===== src/rtl/jt51_acc_sched.sv =====
// jt51_acc_sched: 32-slot operator sequencer with per-channel pan/connection store and frame-aligned noise enable.
module jt51_acc_sched #(
  parameter int DELAY = 0
) (
  input  logic       clk,
  input  logic       rst,
  input  logic       cen,
  input  logic       sync_in,
  input  logic       cfg_we,
  input  logic [2:0] cfg_ch,
  input  logic [1:0] cfg_rl,
  input  logic [2:0] cfg_con,
  input  logic       cfg_ne_we,
  input  logic       cfg_ne,
  output logic [4:0] slot,
  output logic       m1_enters,
  output logic       m2_enters,
  output logic       c1_enters,
  output logic       c2_enters,
  output logic       op31_acc,
  output logic [2:0] ch,
  output logic [1:0] rl_I,
  output logic [2:0] con_I,
  output logic       ne,
  output logic       sample
);
  localparam logic [4:0] DL = 5'(DELAY);
  logic [4:0] cnt, cnt_nx, a_nx, a_ld;
  logic [4:0] tbl [8];
  logic       ne_pend;
  assign cnt_nx = sync_in ? 5'd0 : cnt + 5'd1;
  assign a_nx   = cnt_nx - DL;
  assign a_ld   = rst ? 5'd0 - DL : a_nx;
  assign slot   = cnt;
  always_ff @(posedge clk) begin
    if (rst) cnt <= 5'd0;
    else if (cen) cnt <= cnt_nx;
  end
  always_ff @(posedge clk) begin
    if (rst || cen) begin
      {c2_enters, c1_enters, m2_enters, m1_enters} <= 4'b1 << a_ld[4:3];
      ch       <= a_ld[2:0];
      op31_acc <= a_ld == 5'd31;
      sample   <= a_ld == 5'd17;
    end
  end
  // table read happens before this edge's write lands: old value is shown
  always_ff @(posedge clk) begin
    if (rst) {rl_I, con_I} <= 5'b11000;
    else if (cen) {rl_I, con_I} <= tbl[a_nx[2:0]];
  end
  always_ff @(posedge clk) begin
    if (rst) for (int i = 0; i < 8; i++) tbl[i] <= 5'b11000;
    else if (cfg_we) tbl[cfg_ch] <= {cfg_rl, cfg_con};
  end
  always_ff @(posedge clk) begin
    if (rst) ne_pend <= 1'b0;
    else if (cfg_ne_we) ne_pend <= cfg_ne;
  end
  // noise only changes at the frame boundary of the accumulated slot
  always_ff @(posedge clk) begin
    if (rst) ne <= 1'b0;
    else if (cen && a_nx == 5'd0) ne <= cfg_ne_we ? cfg_ne : ne_pend;
  end
endmodule


===== config.mk =====
export PLATFORM = sky130hd
export DESIGN_NAME = jt51_acc_sched
export DESIGN_NICKNAME = d
export VERILOG_FILES = /design/src/rtl/jt51_acc_sched.sv
export SDC_FILE = /design/constraint.sdc
export NUM_CORES = 1
export LEC_CHECK = 0
export BUFFER_PORTS_ARGS = -buffer_cell sky130_fd_sc_hd__buf_2
export CAP_MARGIN = 20
export CORE_MARGIN = 2
export CORE_UTILIZATION = 35
export DETAILED_ROUTE_END_ITERATION = 10
export PLACE_DENSITY = 0.54
export SYNTH_ARGS = -nofsm -noshare
export SYNTH_HDL_FRONTEND = slang
export SYNTH_SLANG_ARGS = --single-unit

===== constraint.sdc =====
create_clock -name clk -period 2.2 [get_ports clk]
set_input_delay 0.33 -clock clk [delete_from_list [all_inputs] [get_ports clk]]
set_output_delay 0.33 -clock clk [all_outputs]
set_load 0.02 [all_outputs]

==> qor_table.md <==
| Result | Reported | Unit |
| --- | --- | --- |
| Result of the run | complete, no violations | - |
| Top FF cell, synth | edfxtp_1 | - |
| Tightest slew margin relative to the limit | 0.597 | - |
| Cell count along the critical path | 5 | - |
| Number of placed cells counting well taps | 368 | - |
| Largest net degree at the start of global routing | 28 | - |
| Final-layout worst hold slack | 0.324 | ns |
| Critical path's slowest cell | or4b_1 | - |
| Average routed wire per standard cell | 15.8 | um |
| Post-route design area | 3420 | um2 |
| Post-CTS sizing | 0 | - |
| Arrival time at the worst endpoint | 2.08 | ns |
| Worst IR Drop VDD | 0.000349 | V |
| Initial antenna violation count | 0 | - |
| Startpoint of the worst register-to-register path | slot[1] | - |
| Cell variety after synth | 43 | - |
| Average vias per placed instance | 4.90 | - |
| Final slew viol count | 0 | - |
| Non-filler instance count after layout | 384 | - |
| Aggregate routed wire length | 6080 | um |
| Inserted Clock Buffers | 9 | - |
| PD cells | 817 | nW/um2 |
| Largest stage delay on the critical path | 0.47 | ns |
| # setup viols final | 0 | - |
| TritonCTS clock tree | yes | - |
| Most frequently used cell type in the post-synthesis netlist | edfxtp_1 | - |
| Share of the synthesized area in the top cell type | 0.516 | - |
| HPWL Detailed | 4260 | um |
| Worst-path clk slew | 0.07 | ns |
| Number of flops mapped to enable cells by yosys | 49 | - |
| Syn avg cell area | 12.3 | um2 |
| Sum of buffers and inverters on the critical path | 0 | - |
| Starting density of the core | 0.366 | - |
| Buffers inserted by post-CTS timing repair | 0 | - |
| Proportion of synthesized chip area in sequential cells | 0.600 | - |
| Number of global-route vias before repair | 1864 | - |
| Flop and latch count out of synthesis | 61 | - |
| Setup repair after global routing missed its margin | no | - |
| Ports | 35 | - |
| Chip Height | 94.3 | um |
| Global-route usage over all layers | 0.154 | - |
| Max-Cap Viols | 0 | - |
| Layout area overhead | 19.7 | % |
| Most used standard cells in the synthesized netlist | edfxtp_1, and2_1, nor2_1, nand2b_1, dfxtp_1 | - |
| Syn Nets | 248 | - |
| Crit path time final | 1.83 | ns |
| X dimension of the die | 94.3 | um |
| Worst hold path stage count | 3 | - |
| CORE AREA | 7810 | um2 |
| Die Footprint | 8890 | um2 |
| Antenna diode instance count | 0 | - |
| Net count of the finished layout | 293 | - |
| Number of hold-repair buffers added at the cts stage | 0 | - |
| Fraction of layout cells with a size suffix above 1 | 0.284 | - |
| Start-to-end type of the worst setup path | reg -> reg | - |
| Summed negative setup slack over all endpoints | 0 | ns |
| Placed Instance Area | 3180 | um2 |
| Upper clock frequency limit | 546 | MHz |
| Worst path top cell family by delay | simple AND/OR/NAND/NOR gates | - |
| Starting DRC count in detailed routing | 72 | - |
| Synthesized instance count | 232 | - |
| Cell type contributing the most total cell area after synthesis | edfxtp_1 | - |
| Clock net sink count | 61 | - |
| Master cell of the clock root buffer | clkbuf_8 | - |
| Worst-skew pair later-pin latency | 0.33 | ns |
| Crit path capture type | flop | - |
| R2r worst-path depth | 5 | - |
| DR pass1 iterations | 4 | - |
| Top post-synthesis cells by area | edfxtp_1, dfxtp_1, and2_1 | - |
| Leakage | 1.30 | nW |
| Via count | 1882 | - |
| Tightest Pin Transition | 0.603 | ns |
| Share of the cycle needed by the critical path after routing | 0.832 | - |
| Global-route wire length before repair | 9940 | um |
| Synth warnings | 0 | - |
| Worst setup SP type | flop | - |
| Synthesized area | 2850 | um2 |
| Crit Path Max Fanout | 6 | - |
| Final setup skew | 0.00717 | ns |
| Number of nets with antenna violations after detailed routing | 0 | - |
| Drt drc | 0 | - |
| CP Cell Sequence | ha_1, and2b_1, o21bai_1, or4b_1, a311oi_2 | - |
| Routability cong. | 0.731 | - |
| Max H-tree Level | 3 | - |
| Placement row count | 32 | - |
| Async S/R FF share, synth | 0 | - |
| Final count of hold timing violations | 0 | - |
| Remaining Overflow, GRT | 0 | - |
| Worst path required time | 2.45 | ns |
| Port Buffers | 34 | - |
| Worst hold path startpoint | cfg_ne | - |
| Path class of the lowest-slack min-delay path | in -> reg | - |
| Worst setup path start | slot[1] | - |
| Clock tree buffer depth | 2 | - |
registers in the layout, indices dropped and copies added, names as in the netlist:
register	cells
op31_acc	1
m1_enters	1
ch	3
m2_enters	1
c1_enters	1
ne	1
slot	5
sample	1
c2_enters	1
ne_pend	1
tbl	40
con_I	3
rl_I	2
kinds of logic (layout without fill, tap and decap cells):
| family | after synthesis | in the layout | synth area share |
|---|---|---|---|
| AND/OR/NAND/NOR | 111 | 111 | 0.226 |
| flip-flops | 61 | 61 | 0.600 |
| AO/OA/AOI/OAI | 27 | 27 | 0.0723 |
| multiplexers | 19 | 19 | 0.0715 |
| buffers and inverters | 12 | 62 | 0.0232 |
| adder cells (fa/ha/maj) | 1 | 1 | 0.00438 |
| XOR/XNOR | 1 | 1 | 0.00307 |
power breakdown:
part	leakage (nW)	internal, mW	switching, mW	total [mW]
Sequential	0.585	1.31	0.0232	1.33
Clock	0.121	0.783	0.438	1.22
Combinational	0.592	0.0925	0.143	0.235
worst min-delay path, cell delays in order:
cell	delay [ns]
buf_2	0.07
mux2i_1	0.06
nor2_1	0.13
area by class of cell:
| type | instances | area, um2 |
|---|---|---|
| multi-input combinational | 159 | 1080 |
| clock inverter | 4 | 95.1 |
| fill | 763 | 4390 |
| timing repair buffer | 46 | 260 |
| clock buffer | 12 | 145 |
| tap | 102 | 128 |
| sequential | 61 | 1710 |
metal layers:
layer  routed length (um)  part of all wire  up-vias  track usage
met4                   59            0.0097        0       0.0471
met1                 2840              0.47      882        0.207
met5                    0                 0        -            0
met3                  370             0.061        7       0.0433
met2                 2810              0.46       51        0.242
li1                     -                 -      942            -
through the flow:
| step | worst slack (ns) | utilization | total power, mW |
|---|---|---|---|
| 2_1_floorplan | 0.260 | - | 1.51 |
| 3_3_place_gp | 0.410 | 0.407 | 1.60 |
| 3_5_place_dp | 0.365 | 0.407 | 1.60 |
| 4_1_cts | 0.362 | 0.438 | 2.81 |
| 5_1_grt | 0.215 | 0.438 | 2.90 |
| 6_report | 0.370 | 0.438 | 2.79 |
placed cells by master (no fill, tap or decap), types with 2 or more instances in the layout:
master      n
buf_4      12
o21ai_1     4
a211oi_1    5
clkbuf_1    2
nor2b_1    10
nand3_1     3
clkbuf_8   10
bufinv_16   3
nand2_1    10
o21ai_0     2
edfxtp_1   49
dfxtp_1    12
nor3_1      8
buf_2      34
nor2_1     17
a311o_1     4
o21bai_1    2
or2_2       9
mux2_2      5
nand2b_1   14
a31oi_1     2
o211ai_1    4
and2_1     24
or3_1       4
mux2_1      2
nor4_1      2
a311oi_1    2
mux2i_1    11
worst paths after layout:
check	slack, ns	endpoint
setup / recovery	0.37	con_I[1]
setup reg to reg	0.37	con_I[1]
hold reg to reg	0.49	con_I[0]
hold / removal	0.32	ne_pend
Power figures use the tool's default switching activity.
